## src/rtl/outbox_tx_pkg.sv

```systemverilog
// -----------------------------------------------------------------------------
// outbox_tx_pkg
//
// Purpose:
//   Shared definitions for the outbox UART transmitter: the FSM state
//   encoding, the default baud divider and the frame geometry constants.
//   Both the transmitter top and its baud counter import this package so
//   the divider default and the state encoding live in one place.
//
// Contents:
//   BAUD_DIV_DEFAULT  default clock cycles per UART bit
//   DATA_BITS         payload bits per 8N1 frame
//   tx_state_t        six-state transmitter FSM encoding
//   baud_hold()       states in which the baud counter is held at zero
// -----------------------------------------------------------------------------
package outbox_tx_pkg;

    // Default clock cycles per UART bit (e.g. 10 MHz / 104 ~ 96 kbaud).
    localparam int BAUD_DIV_DEFAULT = 104;

    // Payload bits in one 8N1 frame.
    localparam int DATA_BITS = 8;

    // Transmitter FSM states. IDLE is all-zero so a cleared state register
    // always lands in a safe, non-transmitting state.
    typedef enum logic [2:0] {
        ST_IDLE  = 3'd0,
        ST_READ  = 3'd1,
        ST_LOAD  = 3'd2,
        ST_START = 3'd3,
        ST_DATA  = 3'd4,
        ST_STOP  = 3'd5
    } tx_state_t;

    // The baud counter only runs while a bit is on the line. Holding it at
    // zero through IDLE, READ and LOAD guarantees the start bit always gets
    // a full bit period, no matter how long the block sat idle.
    function automatic logic baud_hold(input tx_state_t state);
        return (state == ST_IDLE) || (state == ST_READ) || (state == ST_LOAD);
    endfunction

endpackage

```

## src/rtl/outbox_tx_baud_tick.sv

```systemverilog
// -----------------------------------------------------------------------------
// baud_tick
//
// Purpose:
//   Bit-period timer for the outbox transmitter. Counts 0..BAUD_DIV-1 and
//   raises tick during the last cycle of each bit period, so the FSM can
//   advance on the same edge that the counter wraps back to zero.
//
// Parameters:
//   BAUD_DIV  clock cycles per UART bit, 2..65535
//
// Ports:
//   clk    in   system clock, rising edge
//   i_rst  in   synchronous active-high reset, clears the counter
//   clr    in   hold the counter at zero (used outside of bit periods)
//   tick   out  1 in the final cycle of a bit period
// -----------------------------------------------------------------------------
module baud_tick
    import outbox_tx_pkg::*;
#(
    parameter int BAUD_DIV = BAUD_DIV_DEFAULT
) (
    input  logic clk,
    input  logic i_rst,
    input  logic clr,
    output logic tick
);

    // Counter is exactly $clog2(BAUD_DIV) bits; BAUD_DIV >= 2 keeps this >= 1.
    localparam int               CNT_W    = $clog2(BAUD_DIV);
    localparam logic [CNT_W-1:0] CNT_LAST = CNT_W'(BAUD_DIV - 1);

    logic [CNT_W-1:0] count;

    // Free-running modulo-BAUD_DIV counter. clr has the same effect as reset
    // so the FSM can restart bit timing without touching anything else.
    always_ff @(posedge clk) begin
        if (i_rst || clr) begin
            count <= '0;
        end else if (count == CNT_LAST) begin
            count <= '0;
        end else begin
            count <= count + CNT_W'(1);
        end
    end

    // Decoded from the registered count only, so tick is glitch-free with
    // respect to any block input.
    assign tick = (count == CNT_LAST);

endmodule

```

## src/rtl/outbox_tx.sv

```systemverilog
// -----------------------------------------------------------------------------
// outbox_tx
//
// Purpose:
//   Drains bytes from the outbox FIFO and sends each one as an 8N1 UART
//   frame, LSB first. One byte is popped per frame; the FIFO status is only
//   looked at while idle, so the line timing never depends on what the FIFO
//   does mid-frame.
//
//   Cycle sequence per byte (B = BAUD_DIV):
//     IDLE  (1+)  wait for empty=0
//     READ  (1)   rd=1, pops the FIFO head
//     LOAD  (1)   FIFO data is valid now, capture into the shift register
//     START (B)   tx=0
//     DATA  (8*B) tx = shift register bit 0, shift right per bit
//     STOP  (B)   tx=1
//
// Parameters:
//   BAUD_DIV  clock cycles per UART bit, 2..65535
//
// Ports:
//   clk    in   system clock, rising edge
//   i_rst  in   synchronous active-high reset
//   empty  in   FIFO empty flag, 1 = nothing to send
//   data   in   FIFO head byte, valid the cycle after an rd pulse
//   rd     out  one-cycle FIFO pop strobe
//   tx     out  UART line, idle high
//   busy   out  1 whenever the FSM is not in IDLE
// -----------------------------------------------------------------------------
module outbox_tx
    import outbox_tx_pkg::*;
#(
    parameter int BAUD_DIV = BAUD_DIV_DEFAULT
) (
    input  logic       clk,
    input  logic       i_rst,
    input  logic       empty,
    input  logic [7:0] data,
    output logic       rd,
    output logic       tx,
    output logic       busy
);

    localparam logic [2:0] LAST_BIT = 3'(DATA_BITS - 1);

    tx_state_t  state;
    logic [7:0] shift_reg;
    logic [2:0] bit_cnt;
    logic       baud_clr;
    logic       baud_done;

    // Bit timing runs only while a bit is on the line.
    assign baud_clr = baud_hold(state);

    baud_tick #(
        .BAUD_DIV (BAUD_DIV)
    ) u_baud_tick (
        .clk   (clk),
        .i_rst (i_rst),
        .clr   (baud_clr),
        .tick  (baud_done)
    );

    // Transmitter FSM with registered outputs. Every output is assigned on
    // the edge that enters the state it belongs to, so rd, tx and busy are
    // plain flops and nothing from empty or data reaches tx combinationally.
    // Reset drops any frame in flight; a byte already popped is not resent.
    always_ff @(posedge clk) begin
        if (i_rst) begin
            state     <= ST_IDLE;
            shift_reg <= '0;
            bit_cnt   <= '0;
            rd        <= 1'b0;
            tx        <= 1'b1;
            busy      <= 1'b0;
        end else begin
            rd <= 1'b0;

            case (state)
                ST_IDLE: begin
                    tx <= 1'b1;
                    if (!empty) begin
                        state <= ST_READ;
                        rd    <= 1'b1;
                        busy  <= 1'b1;
                    end
                end

                ST_READ: begin
                    state <= ST_LOAD;
                end

                // The FIFO presents the popped byte one cycle after rd, so
                // it is captured here rather than in READ.
                ST_LOAD: begin
                    shift_reg <= data;
                    bit_cnt   <= '0;
                    tx        <= 1'b0;
                    state     <= ST_START;
                end

                ST_START: begin
                    if (baud_done) begin
                        tx    <= shift_reg[0];
                        state <= ST_DATA;
                    end
                end

                // At each bit boundary the next bit (shift_reg[1], which is
                // about to become bit 0) goes straight onto the line. After
                // the eighth bit the counter wraps from 7 and the line goes
                // high for the stop bit instead.
                ST_DATA: begin
                    if (baud_done) begin
                        shift_reg <= {1'b0, shift_reg[7:1]};
                        bit_cnt   <= bit_cnt + 3'd1;
                        if (bit_cnt == LAST_BIT) begin
                            tx    <= 1'b1;
                            state <= ST_STOP;
                        end else begin
                            tx <= shift_reg[1];
                        end
                    end
                end

                ST_STOP: begin
                    if (baud_done) begin
                        busy  <= 1'b0;
                        state <= ST_IDLE;
                    end
                end

                default: begin
                    state <= ST_IDLE;
                    tx    <= 1'b1;
                    busy  <= 1'b0;
                end
            endcase
        end
    end

endmodule

```

## config.mk

```make
export PLATFORM = sky130hd
export DESIGN_NAME = outbox_tx
export DESIGN_NICKNAME = d
export VERILOG_FILES = /design/src/rtl/outbox_tx_pkg.sv /design/src/rtl/outbox_tx_baud_tick.sv /design/src/rtl/outbox_tx.sv
export SDC_FILE = /design/constraint.sdc
export NUM_CORES = 1
export LEC_CHECK = 0
export CORE_ASPECT_RATIO = 1.2
export CORE_MARGIN = 2
export CORE_UTILIZATION = 40
export CTS_CLUSTER_SIZE = 16
export DETAILED_ROUTE_END_ITERATION = 7
export PLACE_DENSITY = 0.65
export SYNTH_ARGS = -nofsm -noshare
export SYNTH_HDL_FRONTEND = slang
export SYNTH_SLANG_ARGS = --single-unit
```

## constraint.sdc

```tcl
create_clock -name clk -period 1.95 [get_ports clk]
set_clock_uncertainty 0.1 [all_clocks]
set_input_delay 0.2925 -clock clk [delete_from_list [all_inputs] [get_ports clk]]
set_output_delay 0.2925 -clock clk [all_outputs]
set_load 0.01 [all_outputs]
```

Yosys cells after proc, flatten, opt, wreduce, memory -nomap -nowiden
Index checks and enable logic that the tools add are counted.

word-level totals
  bits in registers = 24
  input port bits = 11
  output and inout bits = 3
  logic and storage cells = 55

cells by class
  $add $sub $neg = 2
  eq/ne operators = 12
  muxes and demuxes = 18
  bitwise logic cells = 3
  reduce and logical (&&, ||, !) cells = 13

operator list
  operator                                             count
  two-way mux 3 bit                                    6
  case mux 3 bit (6 select lines)                      1
  case mux 8 bit (2 select lines)                      1
  != test 2 bit, second input constant                 5
  equality test 3 bit, second input constant           3
  two-way mux 8 bit                                    1
  adder 7 x 1 -> 7 bit, second input constant          1
  equality test 7 bit, second input constant           1
  equality test 3 x 2 -> 1 bit, second input constant  2
  two-way mux 1 bit                                    6
  case mux 3 bit (2 select lines)                      1
  AND reduction 3 bit                                  2
  OR reduction 2 bit                                   3
  AND reduction 5 bit                                  1
  case mux 1 bit (4 select lines)                      1
  OR reduction 4 bit                                   1
  adder 3 x 1 -> 3 bit, second input constant          1
  equality test 3 x 1 -> 1 bit, second input constant  1
  logical NOT 3 bit                                    1
  logical OR 1 bit                                     3
  inverter 1 bit                                       3
  case mux 1 bit (3 select lines)                      1
  AND reduction 2 bit                                  1
  nonzero test 2 bit                                   1

Logic depth before layout (Yosys ltp)
  depth in word-level cells = 5
  mapped depth = 6
  depth with buffers taken out = 5

Modules after synthesis
From an unflattened synthesis, not the netlist that was laid out.

second synthesis, totals
  cell total of the unflattened synthesis = 126
  area, all modules = 1,159.9 um^2

by module, submodules not included
  module     times used  cells each  area each (um^2)  sequential area each (um^2)
  outbox_tx  1           92          857.1             340.3
  baud_tick  1           34          302.8             140.1

Worst setup path before layout
Ideal clock, no wire load.

  kind = flip-flop to flip-flop
  from = reg u_baud_tick.count[3]
  to = reg shift_reg[4]
  setup time = 88 ps
  arrival time = 1,521 ps
  data required time = 1,762 ps
  slack = 241 ps
  stages on the path, launching flop included = 6
  buffers on the path = 1
  clock period less this slack = 1,709 ps
  path through = dfxtp_1 > or3b_4 > o31ai_4 > buf_6 > a21oi_1 > a311oi_2

on the way
  cells in the longest elaborated chain, start to end = 3

RTL lines
  what                           RTL line                   RTL
  from (decl)                    outbox_tx_baud_tick.sv:33  logic [CNT_W-1:0] count;
  from (signal assigned)         outbox_tx_baud_tick.sv:43  count <= count + CNT_W'(1);
  equality test 7 bit            outbox_tx_baud_tick.sv:49  assign tick = (count == CNT_LAST);
  != test 2 bit (no line)        --
  AND reduction 2 bit (no line)  --
  to (signal assigned)           outbox_tx.sv:96            shift_reg <= data;
  to (signal assigned)           outbox_tx.sv:115           shift_reg <= {1'b0, shift_reg[7:1]};
  to (decl)                      outbox_tx.sv:47            logic [7:0] shift_reg;

No other way between the ends.
A chain may end at the register's enable or synchronous reset.

Worst setup path in the final report
  from = reg u_baud_tick.count[6]
  to = reg shift_reg[3]

Same word-level chain as after synthesis.

==> impl_metrics.py <==
metrics = {
    "critical_path": {
        "critPathKind": "flip-flop to flip-flop",
        "worstPathMaxFanout": 14,
        "critPathLaunchType": "flip-flop",
        "worstPathRequired_ps": 2070,
        "worst-path-buf-inv": 1,
        "max_stage_delay_ps": 440,
        "crit_family": "compound AO/OA/AOI/OAI gates",
        "reg2reg_slack_ps": 150,
        "path_cells": "or3b_4, o31ai_4, buf_12, a21oi_1, a311oi_1",
        "cp.arrival_ps": 1920,
        "critPathSlowestCell": "or3b_4",
        "endpoint_kind": "flip-flop",
    },
    "final_layout": {
        "antennaDiodeCount": 0,
        "nets": 166,
        "largest_register_ffs": 8,
        "fill_cells": 286,
        "final_cell_mix": "dfxtp_1, a21oi_1, clkdlybuf4s50_1, nor2_1, o21ai_0",
        "final_common_cell": "dfxtp_1",
        "fin_util_pct": 48.12,
        "syn2layout_area_growth_pct": 17.04,
        "fin_cells": 186,
        "drive_gt1_share_pct": 14.67,
        "final_cell_area_um2": 1444,
    },
    "synth": {
        "yosysWarnings": 0,
        "async_flop_share_pct": 0,
        "synth_area_leaders": "dfxtp_1, a21oi_1, mux2i_1",
        "synth_flop_cell": "dfxtp_1",
        "ys_seq_elements": 24,
        "synth_top_area_share_pct": 38.95,
        "syn_area_um2": 1234,
        "synth-edff-count": 0,
        "seq_area_frac_synth_pct": 38.95,
        "syn_area_per_cell_um2": 9.207,
        "synth.distinct_cells": 38,
        "synthCells": 134,
        "synth_top_area_cell": "dfxtp_1",
        "synth.net_count": 148,
    },
    "power": {
        "max-vdd-ir-drop_uv": 279.2,
        "p_leak_uw": 0.0004832,
        "powerDensity_nw_per_um2": 621.5,
    },
    "global_route": {
        "grt_util_met3_pct": 2.304,
        "grt_usage_pct": 17.03,
        "grt.overflow.total": 0,
        "grt_pass1_vias": 1010,
        "grt_first_pass_wirelength_um": 4464,
        "antenna_found_initial": 0,
        "busiest_layer": "met2",
        "met2_usage_pct": 25.89,
        "grt_max_degree": 18,
        "gr-usage-met1_pct": 22.25,
    },
    "floorplan": {
        "die_h_um": 64.84,
        "core_um2": 3000,
        "fp.dieW_um": 54.70,
        "row_count": 22,
        "die_area_um2": 3546,
        "start_util_pct": 41.12,
        "ios": 14,
    },
    "clock_network": {
        "cts_num_sinks": 24,
        "cts_root_buf": "clkbuf_4",
        "cts_buffers": 3,
        "hold_buffers": 0,
        "clock_latency_ps": 310,
        "htreeDepth": 1,
        "cts-resized-gates": 0,
        "cts_tree": "built",
        "clock_path_buffers": 2,
        "path_clk_slew_ps": 120,
        "postCtsSetupBuffers": 0,
    },
    "outcome": {
        "status": "finished clean",
    },
    "timing": {
        "tightest_slew_ps": 397.0,
        "setup_ws_ps": 153.4,
        "fin_setup_tns_ps": 0,
        "slew_violations": 0,
        "post-route-period-util_pct": 92.13,
        "setup_violations": 0,
        "hold_viol": 0,
        "fin_crit_ps": 1797,
        "max_slew_margin_pct": 72.85,
        "rsz0062_at_grt": "no",
        "fmax_ghz": 0.5566,
    },
    "job": {
        "maxCapViolCount": 0,
    },
    "routing": {
        "postRouteAntennaNets": 0,
        "drtPass1Iterations": 4,
        "drt_wl_total_um": 2506,
        "drt_first_iter_violations": 23,
        "drcViolationCount": 0,
        "detail_route.wl_per_cell_um": 13.47,
        "via_per_inst": 5.608,
        "num_vias": 1043,
    },
    "placed_design": {
        "place_congestion": 0.8451,
        "dp_slack_ps": 183.0,
        "post-place-cells": 183,
        "post_dp_cell_area_um2": 1421,
        "port_buffers": 13,
        "dpl.hpwl_um": 1852,
    },
    "hold_path": {
        "min_path_type": "flip-flop to flip-flop",
    },
}
==> area by class of cell <==
cell class / instances / area (um2) / area share [%]
sequential: 24 / 480.5 / 33.28
timing repair buffer: 22 / 210.2 / 14.56
tap: 36 / 45.04 / 3.120
multi-input combinational: 96 / 661.9 / 45.84
inverter: 5 / 23.77 / 1.646
clock buffer: 3 / 22.52 / 1.560
==> cells by family after synthesis <==
logic type | synth area share, %
AO/OA/AOI/OAI | 25.46
AND/OR/NAND/NOR | 16.63
flip-flops | 38.95
buffers and inverters | 7.402
multiplexers | 5.680
XOR/XNOR | 2.840
adder cells (fa/ha/maj) | 3.043
==> cell usage after synthesis, types with 2 or more instances <==
cell,instances
nand2b_1,2
and3_1,2
xnor2_1,2
ha_1,3
buf_6,3
inv_1,4
or2b_1,2
or2_2,2
a311oi_1,4
xor2_1,2
a31oi_1,2
dfxtp_1,24
nand3_1,6
mux2i_1,7
a311oi_2,3
a21oi_1,19
or3_1,2
nor3b_1,3
o21ai_0,9
nor2_1,12
clkbuf_1,4
==> layer usage <==
layer / vias up / wire length, um / part of all wire, %
met2: 19 / 1232 / 49
met1: 488 / 1147 / 46
met5: - / 0 / 0
li1: 531 / - / -
met3: 5 / 74 / 3.0
met4: 0 / 52 / 2.1
==> metrics by stage <==
| stage | power (uW) | hold slack (ps) |
|---|---|---|
| 2_1_floorplan | 644.3 | 310.9 |
| 3_3_place_gp | 688.7 | 323.7 |
| 3_5_place_dp | 693.2 | 332.0 |
| 4_1_cts | 905.2 | 349.9 |
| 5_1_grt | 950.9 | 367.0 |
| 6_report | 897.4 | 343.6 |
==> final timing paths <==
kind                                             end  cells past startpoint                  from
worst min-delay path            u_baud_tick.count[0]                      1  u_baud_tick.count[0]
worst max-delay path                    shift_reg[3]                      5  u_baud_tick.count[6]
worst min register to register  u_baud_tick.count[0]                      1  u_baud_tick.count[0]
worst max register to register          shift_reg[3]                      5  u_baud_tick.count[6]
==> report_power, final <==
group,internal (uW),total [uW],switching (uW)
clock network,72.3,214,142
logic,76.0,147,70.8
registers,515,536,21.8
total,663,897,234
==> worst reg2reg max path, delay by kind of cell (launching register included) <==
family,cells,cell delay [ps]
AOI/OAI and AO/OA,3,600
and+or+nand+nor,1,440
buffers and inverters,1,170
DFF,1,400
Power figures use the tool's default switching activity.
